**src/rtl/crc_code_pkg.sv**
```systemverilog
`default_nettype none
// +--------------------------------------------------------------------------+
// | Package     : crc_code_pkg                                               |
// | Description : Shared constants for the CRC codeword path: field widths,  |
// |               generator polynomial, read-checker state encoding and the  |
// |               syndrome -> bit-position table (syn_to_pos).               |
// |               Codeword layout: cw[11:4] = data, cw[3:0] = crc.           |
// | Revision    : 1.0  initial release                                       |
// +--------------------------------------------------------------------------+
package crc_code_pkg;

   localparam int DATA_W = 8;
   localparam int CRC_W  = 4;
   localparam int CW_W   = DATA_W + CRC_W;
   localparam int ADDR_W = 4;

   // x^4 + x + 1 with the implicit x^4 term dropped
   localparam logic [CRC_W-1:0] POLY = 4'b0011;

   // Read-checker states
   localparam logic [1:0] c_idle  = 2'd0;
   localparam logic [1:0] c_fetch = 2'd1;
   localparam logic [1:0] c_shift = 2'd2;
   localparam logic [1:0] c_done  = 2'd3;

   // Returned by syn_to_pos when the syndrome is zero or matches no single bit
   localparam logic [3:0] c_pos_invalid = 4'hF;

   // Syndrome of a single-bit error at codeword bit i is x^i mod G.
   // The three nonzero syndromes not in this table (1001/1101/1111) can
   // only come from multi-bit errors.
   function automatic logic [3:0] syn_to_pos(input logic [CRC_W-1:0] syn);
      logic [3:0] pos;
      case (syn)
         4'b0001: pos = 4'd0;
         4'b0010: pos = 4'd1;
         4'b0100: pos = 4'd2;
         4'b1000: pos = 4'd3;
         4'b0011: pos = 4'd4;
         4'b0110: pos = 4'd5;
         4'b1100: pos = 4'd6;
         4'b1011: pos = 4'd7;
         4'b0101: pos = 4'd8;
         4'b1010: pos = 4'd9;
         4'b0111: pos = 4'd10;
         4'b1110: pos = 4'd11;
         default: pos = c_pos_invalid;
      endcase
      return pos;
   endfunction

endpackage
`default_nettype wire

```
**src/rtl/crc_code_syndrome_lfsr.sv**
```systemverilog
`default_nettype none
// +--------------------------------------------------------------------------+
// | Module      : crc_code_syndrome_lfsr                                     |
// | Description : Bit-serial polynomial divider. Feeding a codeword MSB      |
// |               first leaves cw(x) mod G(x) in syn.                        |
// | Ports       : clk, rst (async, active-high)                              |
// |               clear    - synchronous clear of the remainder              |
// |               shift_en - advance one bit                                 |
// |               bit_in   - next codeword bit (MSB first)                   |
// |               syn      - current remainder                               |
// | Revision    : 1.0  initial release                                       |
// +--------------------------------------------------------------------------+
module crc_code_syndrome_lfsr
   import crc_code_pkg::*;
(
   input  logic             clk,
   input  logic             rst,
   input  logic             clear,
   input  logic             shift_en,
   input  logic             bit_in,
   output logic [CRC_W-1:0] syn
);

   logic [CRC_W-1:0] r_syn;

   always_ff @(posedge clk or posedge rst) begin
      if (rst) begin
         r_syn <= '0;
      end else if (clear) begin
         r_syn <= '0;
      end else if (shift_en) begin
         // Reduce by G whenever the x^4 term would overflow
         r_syn <= {r_syn[CRC_W-2:0], bit_in} ^ (r_syn[CRC_W-1] ? POLY : '0);
      end
   end

   assign syn = r_syn;

endmodule
`default_nettype wire

```
**config.mk**
```make
export PLATFORM = sky130hd
export DESIGN_NAME = crc_code_syndrome_lfsr
export DESIGN_NICKNAME = d
export VERILOG_FILES = /design/src/rtl/crc_code_pkg.sv /design/src/rtl/crc_code_syndrome_lfsr.sv
export SDC_FILE = /design/constraint.sdc
export NUM_CORES = 1
export LEC_CHECK = 0
export CORE_AREA = 2 2 39 41
export CTS_BUF_LIST = sky130_fd_sc_hd__clkbuf_2
export DETAILED_ROUTE_END_ITERATION = 6
export DIE_AREA = 0 0 41 43
export MAX_ROUTING_LAYER = met4
export PLACE_DENSITY_LB_ADDON = 0.05
export SKIP_LAST_GASP = 1
export SYNTH_ARGS = -nofsm -noshare
export SYNTH_HDL_FRONTEND = slang
export SYNTH_SLANG_ARGS = --single-unit
export TNS_END_PERCENT = 5
```
**constraint.sdc**
```tcl
create_clock -name clk -period 1.1 [get_ports clk]
set_clock_uncertainty 0.15 [all_clocks]
set_input_delay 0.22 -clock clk [delete_from_list [all_inputs] [get_ports clk]]
set_output_delay 0.22 -clock clk [all_outputs]
set_load 0.02 [all_outputs]
```
# Word-level counts from Yosys, hierarchy flattened
# Index checks and enable logic that the tools add are counted.
# word_totals
out_inout_bits,4
in_bits,5
register_bits,4
word_cells,6
# op_classes
n_mux,3
bitwise_logic,1
reduce_logical,1
# ops
operator,count
$mux W4,2
$xor A4 B2 Y4,1
$mux W2,1
$reduce_bool A2 Y1,1

# Logic depth before layout (Yosys ltp)
# depth
ltp_word,4
depth_mapped,3
depth_no_buf,2

# Worst setup path before layout
# No wires, ideal clock.
# synth_path
kind,flip-flop to flip-flop
from,"register r_syn[3], in the netlist syn[3]"
to,"register r_syn[0], in the netlist syn[0]"
setup_ns,0.087
period_less_slack_ns,1.075
arrival_ns,0.839
t_required_ns,0.863
path_slack_ns,0.025
path_stages_with_launch,3
n_path_buf,0
path_cell_list,dfrtp_1 xnor2_1 a211oi_2
# synth_between
elab_chain_cells,4
# synth_rtl
element,line_no,rtl
"start, declared",crc_code_syndrome_lfsr.sv:24,logic [CRC_W-1:0] r_syn;
"start signal, assigned",crc_code_syndrome_lfsr.sv:33,"r_syn <= {r_syn[CRC_W-2:0], bit_in} ^ (r_syn[CRC_W-1] ? POLY : '0);"
$mux W2,crc_code_syndrome_lfsr.sv:33,
$xor A4 B2 Y4,crc_code_syndrome_lfsr.sv:33,
$mux W4,crc_code_syndrome_lfsr.sv:31,end else if (shift_en) begin
$mux W4,crc_code_syndrome_lfsr.sv:29,end else if (clear) begin
# Every way passes these cells. The select of a mux whose other input is x is not followed.
# A chain may end at the register's enable or synchronous reset.

# Final worst setup path
# layout_path
from,"register r_syn[2], in the netlist syn[2]"
to,output port syn[2]
# layout_lines
element,line_no,rtl
"end, declared",crc_code_syndrome_lfsr.sv:21,output logic [CRC_W-1:0] syn
# No word-level cell between the ends.

==> out/metrics.csv <==
metric;value;unit
slowest CP cell;dfrtp_1;
Synth Area in Simple Gates;0.0805;
Finished Layout Cells;47;
via count;159;
Die H;43;µm
H-tree depth;1;
post-DP HPWL;409;µm
synthesized-area fraction occupied by adder cells;0;
leakage power;0.000167;µW
Place WS;-0.266;ns
Pwr Total;367;µW
antenna violations before repair;0;
endpoint type of the worst setup path;output port;
Ports;9;
TritonCTS clock tree;yes;
r2r setup slk;-0.004;ns
clk root buf;clkbuf_2;
clock share of power;0.357;
CTS clk-pin slew, worst paths;0.05;ns
Mapped Nets;21;
Synth top area share;0.537;
largest family of logic cells by synthesized area;compound AO/OA/AOI/OAI gates;
hold crit path type;input port to asynchronous set/reset pin;
placed insts;44;
Reg power frac;0.432;
sequential area share after synthesis;0.537;
Synth Cell Area;186;µm²
Die ar.;1760;µm²
Slew @ Worst Pin;0.202;ns
die width;41;µm
Synth Area in Compound Gates;0.134;
Area growth syn-to-layout;78.5;%
gpl congestion;0.643;
grt ovf;0;
#FFs+latches synth;4;
core footprint;1380;µm²
final setup fails;3;
first-pass GRT wire length;703;µm
Buffers on Ports;8;
row cnt;14;
critical-path maximum fanout;2;
Vias per Instance;3.38;
commonest cells after routing, fill and taps aside;5 x buf_4, 4 x nor2_1, 4 x dfrtp_1;
total global-route track usage;0.0660;
syn_area_per_cell;11.7;µm²
final antenna-violating net count;0;
Sw Share;0.265;
Crit path largest cell delay;0.39;ns
delay-heaviest family, CP;flip-flops;
CTS Hold Bufs;0;
Max rail drop VDD;409;µV
Syn Inst Count;16;
fin. max-slew vios;0;
failing checks;setup timing;
Hold Slack;0.0472;ns
Sink Count;4;
mux share of post-synthesis cell area;0.107;
Power Density;1100;nW/µm²
RSZ-0062 raised after global routing;yes;
Max Cap Viol;0;
final wirelength;478;µm
worst setup path class;flip-flop to output port;
final hold violations;0;
P_int;270;µW
Gate power share;0.211;
Setup WS post-layout;-0.00409;ns
Max Fclk;906;MHz
DRC viols;0;
largest area contributor in the netlist;dfrtp_1;
max reg flops;4;
share of layout cells above drive strength 1;0.484;
CTS Buf Count;3;
minimum clock period;1.10;ns
CP bufs+invs;1;
Clock Tree Buf Depth;2;
Initial DRC Count;0;
Synth cell types;7;
Clock Latency Late Sink;0.20;ns
Synth area leaders;dfrtp_1 54%, a211oi_2 13%, mux2i_1 11%;
Starting Density;0.135;
crit-path cells;buf_6;
status;complete, but fails checks;
Startpoint Class;flip-flop;
diodes inserted;0;
Yosys Warn Count;0;
Arr. time, crit path;0.73;ns
Pre-Repair DR Iteration Count;1;
DR WL/cell;10.2;µm
xor/xnor share of the synthesized area;0.0940;
WP data required;0.73;ns
largest net degree at the start of global routing;6;
Final #Nets;38;
commonest non-fill, non-tap cell in the layout;buf_4;
sw power;97.5;µW
vias in the first global route;186;
crit share post-route;1.00;
Rel. slew slack;0.865;
[synth_stat cells (all sizes together)]
cell type,n
dfrtp,4
nor2,4
xnor2,2
mux2i,2
inv,1
a211oi,2
buf,1
[kinds of logic (layout without fill, tap and decap cells)]
group,Yosys count,in the layout
flops,4,4
xor+xnor,2,2
mux,2,2
buf+inv,2,17
compound gates,2,2
simple gates,4,4
[worst register-to-register path, stage by stage (launching register included)]
cell and delay [ns]:
dfrtp_1 0.38, buf_4 0.16, xnor2_1 0.13, a211oi_2 0.19
[metrics by stage]
step           area [µm²]   util  setup TNS, ns
2_1_floorplan         186      -              0
3_3_place_gp          319  0.231          -1.87
3_5_place_dp          319  0.231          -1.84
4_1_cts               313  0.226         -0.148
5_1_grt               333  0.241         -0.243
6_report              333  0.241       -0.00856
[per-layer routing]
metal  routed length [µm]  vias to the layer above  global-route usage  share of wire
li1                     -                       82                   -              -
met3                   67                        0              0.0314           0.14
met1                  184                       70              0.0682           0.38
met5                    0                        -                   -              0
met4                    0                        0              0.0800              0
met2                  227                        7              0.0781           0.47
[final cells by class]
class,instances,area [µm²]
Fill cell,155,1050
Inverter,1,3.75
Multi-Input combinational cell,10,85.1
Timing Repair Buffer,13,109
Tap cell,16,20.0
Sequential cell,4,100
Clock buffer,3,15.0
[path summary, 6_finish.rpt]
| kind | from | to | cells past startpoint |
|---|---|---|---|
| worst max-delay path | syn[2] | syn[2] | 1 |
| worst min-delay path | rst | syn[3] | 2 |
| worst max register to register | syn[3] | syn[1] | 3 |
| worst min register to register | syn[1] | syn[2] | 3 |
| max in group asynchronous | rst | syn[0] | 2 |
| min in group clk | shift_en | syn[1] | 3 |
[power by group through the flow]
stage	Sequential, µW	Clock [µW]	Combinational, µW
global route	159	152	84.1
global placement	161	0	82.2
detailed placement	161	0	82.2
floorplan	171	0	24.6
finish	159	131	77.6
CTS	159	139	74.5
[repair_timing]
action / in CTS / in global routing
hold endpoints to repair: 0 / 0
pin swaps: 0 / 2
buffers inserted: 0 / 0
setup endpoints to repair: 8 / 6
resized for setup: 17 / 5
(Power assumes the default switching activity.)
==> RTL edit 1, RTL diff (config.mk and constraints unchanged) <==
Reset style: synchronous (`rst`), changed in one clocked block. Comments in the files are not updated.
--- a/src/rtl/crc_code_syndrome_lfsr.sv
+++ b/src/rtl/crc_code_syndrome_lfsr.sv
@@ -25,3 +25,3 @@
 
-   always_ff @(posedge clk or posedge rst) begin
+   always_ff @(posedge clk) begin
       if (rst) begin
Behaviour: differs if rst is asserted again (counterexample within 4 cycles, from zero or initial values and one cycle with rst high); with rst held inactive, the same outputs for 10 cycles.
==> RTL edit 1 against the unedited design <==
- the flow still finishes with violations (setup timing)
- die area did not move
- cell area fell by 4.9%
- sequential share of layout area fell by 4.4 points
- setup slack got worse by 0.059 ns
- non-clock buffer count did not move
- area after synthesis fell by 11%
- total power fell by 8.9%
- sequential cell count did not move
- routed wire length fell by 13%
- critical path depth did not move
- cell count fell by 2.1%
- fmax fell by 5.1%
- critical endpoint is now syn[0]
==> RTL edit 1: results (changes against the unedited design) <==
drt-vias-per-instance: 3.67  # was 3.38
r2r_slack_ns: -0.03  # was -0.004 ns
finalWorstSetupSlack_ns: -0.0630  # was -0.00409 ns
routed.top_layer: "met4"  # was met3
crit_slowest_cell: "dfxtp_1"  # was dfrtp_1
fillers: 155  # unchanged
grt_pass1_vias: 179  # was 186
power.leakage_uw: 0.000125  # was 0.000167 uW
track_usage: 0.0679  # was 0.0660
grt_max_degree: 5  # was 6
setup_viol_count_final: 5  # was 3
status: "complete, but fails checks"  # unchanged
setup_tns_ns: -0.203  # was -0.00856 ns
dr.pass1.iters: 1  # unchanged
synth_cell_type_count: 8  # was 7
failed_checks: "setup timing"  # unchanged
crit_end: "syn[0]"  # was syn[2]
peakVddDrop_mv: 0.230  # was 0.409 mV
tightest_slew_ns: 0.253  # was 0.202 ns
r2r-end: "syn[1]$_SDFFE_PP0P_"  # was syn[1]$_DFFE_PP0P_
dp_hpwl_um: 346  # was 409 um
synth_commonest_cells: "dfxtp_1, mux2i_1, nor2_1, nor3_1, xnor2_1"  # was dfrtp_1, nor2_1, a211oi_2, mux2i_1, xnor2_1
routed_wl_um: 415  # was 478 um
ys_seq_area_frac: 0.485  # was 0.537
cts_buffers: 3  # unchanged
layout.nets: 37  # was 38
preCtsSetupSlack_ns: -0.323  # was -0.266 ns
synthArstFlopShare: 0  # was 1.00
syn-num-nets: 20  # was 21
slowest_delay_ns: 0.33  # was 0.39 ns
arrival_ns: 0.79  # was 0.73 ns
wl_met1_um: 169  # was 184 um
hp-class: "input pin to register"  # was input pin to asynchronous set/reset pin
gp_congestion: 0.687  # was 0.643
grt_pass1_wl_um: 662  # was 703 um
route.met3.wl_um: 37  # was 67 um
drive_gt1_frac: 0.500  # was 0.484
reg2reg_from: "syn[3]$_SDFFE_PP0P_"  # was syn[3]$_DFFE_PP0P_
## RTL edit 1: cell count changes in the layout (fill, tap and decap cells not counted), moves of 2 or more
| cell | delta |
|---|---|
| a211oi_2 | -2 |
| a2111oi_2 | +2 |
| clkdlybuf4s15_2 | +3 |
| buf_6 | -2 |
| dfrtp_1 | -4 |
| buf_2 | -2 |
| nor2_1 | -2 |
| nor3_1 | +2 |
| dfxtp_1 | +3 |
## RTL edit 1: stage by stage
step	instance area, um^2	cells	hold slack, ns	util
4_1_cts	322	46	0.277	0.232
3_3_place_gp	299	43	0.493	0.216
2_1_floorplan	166	15	0.139	-
6_report	317	46	0.289	0.229
5_1_grt	317	46	0.289	0.229
3_5_place_dp	299	43	0.489	0.216
## RTL edit 1: per-layer routing
metal  track usage  vias to the layer above
met5             -                        -
met4         0.100                        0
met3        0.0366                        2
met2        0.0813                        7
met1        0.0579                       76
li1              -                       84
## RTL edit 1: what timing repair did
item | 4_1_cts | 5_1_grt
pin swaps | 0 | 2
setup buffers | 0 | 0
setup endpoints to repair | 8 | 6
resized for setup | 13 | 1
## RTL edit 1: power by group
part	switching, uW	internal [uW]	total [uW]
combinational	22.9	29.1	52.1
clock	58.8	73.4	132
sequential	1.61	149	150
## RTL edit 1: how the worst min path moves through the flow
stage                        start             endpoint  cells past startpoint
6_report                  shift_en  syn[0]$_SDFFE_PP0P_                      2
5_1_grt                   shift_en  syn[0]$_SDFFE_PP0P_                      2
4_1_cts                   shift_en  syn[0]$_SDFFE_PP0P_                      2
3_5_place_dp   syn[2]$_SDFFE_PP0P_  syn[2]$_SDFFE_PP0P_                      3
3_3_place_gp   syn[2]$_SDFFE_PP0P_  syn[2]$_SDFFE_PP0P_                      3
2_1_floorplan                  rst  syn[1]$_SDFFE_PP0P_                      1
## RTL edit 1: layout make-up
cell class	count	area share
multi-input cells	10	0.269
clock buffers	3	0.0474
well taps	16	0.0632
flip-flops and latches	4	0.257
repair buffers	13	0.364
## RTL edit 1: kinds of logic after synthesis
group | share of synthesized area
buffers and inverters | 0.0303
muxes | 0.121
DFF | 0.485
AOI/OAI and AO/OA | 0.151
and+or+nand+nor | 0.106
xor gates and xnor gates | 0.106
==> RTL edit 2, RTL diff (same settings) <==
Without the edit above. Set the package constant `CRC_W` to 6 (it was 4).
--- a/src/rtl/crc_code_pkg.sv
+++ b/src/rtl/crc_code_pkg.sv
@@ -12,3 +12,3 @@
    localparam int DATA_W = 8;
-   localparam int CRC_W  = 4;
+   localparam int CRC_W  = 6;
    localparam int CW_W   = DATA_W + CRC_W;
Interface: changed (resized syn); port bits go from 9 to 11. The function was not compared with the original's and may differ.
==> RTL edit 2 against the unedited design <==
- die area did not move
- highest routed layer is now met4
- sequential cell count rose by 2
- total power rose by 27%
- setup slack got worse by 0.021 ns
- cell area rose by 32%
- first-iteration DRC count rose by 1
- the run still ends with setup timing left
- combinational power rose by 8.1%
- via count rose by 43%
- largest power group unchanged
- routed wire length rose by 22%
- area after synthesis rose by 36%
- sequential power rose by 46%
==> RTL edit 2: results (changes against the unedited design) <==
ctsResizeCount: 29  # was 17
failed_checks: "setup timing"  # unchanged
worst_hold_slack_ns: 0.0555  # was 0.0472 ns
finalWorstSetupSlack_ns: -0.0254  # was -0.00409 ns
synth_compound_area_frac: 0.0591  # was 0.134
synth_mux_area_frac: 0.158  # was 0.107
io_buffer_count: 10  # was 8
clock_power_uw: 152  # was 131 uW
crit_end: "syn[0]"  # was syn[2]
gp_congestion: 0.637  # was 0.643
worstSetupStartpoint: "syn[0]$_DFFE_PP0P_"  # was syn[2]$_DFFE_PP0P_
combPwrFrac: 0.179  # was 0.211
route.met3.wl_um: 71  # was 67 um
wl_met1_um: 240  # was 184 um
p_int_uw: 348  # was 270 uW
arrival_ns: 0.76  # was 0.73 ns
first_iter_violations: 1  # was 0
dp.cells: 54  # was 44
grt_pass1_vias: 218  # was 186
layout.nets: 49  # was 38
clock_latency_ns: 0.22  # was 0.20 ns
slowest_delay_ns: 0.37  # was 0.39 ns
reg2reg_from: "syn[5]$_DFFE_PP0P_"  # was syn[3]$_DFFE_PP0P_
routed_wl_um: 582  # was 478 um
synth_commonest_cells: "dfrtp_1, nor2_1, mux2i_1"  # was dfrtp_1, nor2_1, a211oi_2, mux2i_1, xnor2_1
final_cells: 58  # was 47
met2_wirelength_um: 258  # was 227 um
largest_reg_flops: 6  # was 4
syn_area_per_cell_um2: 11.5  # was 11.7 um^2
peakVddDrop_mv: 0.470  # was 0.409 mV
synth-xor-area-share: 0.0690  # was 0.0940
setup_tns_ns: -0.129  # was -0.00856 ns
relSlewSlack: 0.839  # was 0.865
power.leakage_uw: 0.000240  # was 0.000167 uW
status: "complete, but fails checks"  # unchanged
setup_viol_count_final: 6  # was 3
dr.pass1.iters: 2  # was 1
==> RTL edit 2: cell count changes in the layout (fill, tap and decap cells not counted), moves of 2 or more <==
cell | before | now
buf_2 | 2 | 4
dfrtp_1 | 4 | 6
nor2_1 | 4 | 6
mux2i_1 | 2 | 4
buf_4 | 5 | 7
==> RTL edit 2: layer usage <==
layer  GRT usage  vias up
met4      0.0400        0
met3      0.0628        2
met2       0.100       10
met5           -        -
met1       0.109      104
li1            -      112
==> RTL edit 2: worst register-to-register path: stages (launching register included) <==
cell and delay, ns:
dfrtp_1 0.37, buf_4 0.15, xnor2_1 0.19, a211oi_2 0.09
==> RTL edit 2: cell families (layout without fill, tap and decap cells) <==
family          after synthesis  count (layout)
simple gates                  6               6
flops                         6               6
mux                           4               4
buf+inv                       2              22
xor+xnor                      2               2
compound gates                2               2
==> RTL edit 2: area by class of cell <==
| cell class | instances | area, um^2 | area share |
|---|---|---|---|
| multi-input cells | 14 | 100 | 0.229 |
| inverters | 1 | 3.75 | 0.00857 |
| flip-flops and latches | 6 | 150 | 0.343 |
| clock buffers | 3 | 15.0 | 0.0343 |
| repair buffers | 18 | 149 | 0.340 |
| well taps | 16 | 20.0 | 0.0457 |
==> RTL edit 2: worst min-delay path by stage <==
stage	startpoint	endpoint	cells after the start
5_1_grt	rst	syn[1]$_DFFE_PP0P_	2
4_1_cts	rst	syn[1]$_DFFE_PP0P_	2
6_report	rst	syn[1]$_DFFE_PP0P_	2
3_5_place_dp	rst	syn[1]$_DFFE_PP0P_	2
3_3_place_gp	rst	syn[1]$_DFFE_PP0P_	2
2_1_floorplan	rst	syn[0]$_DFFE_PP0P_	1
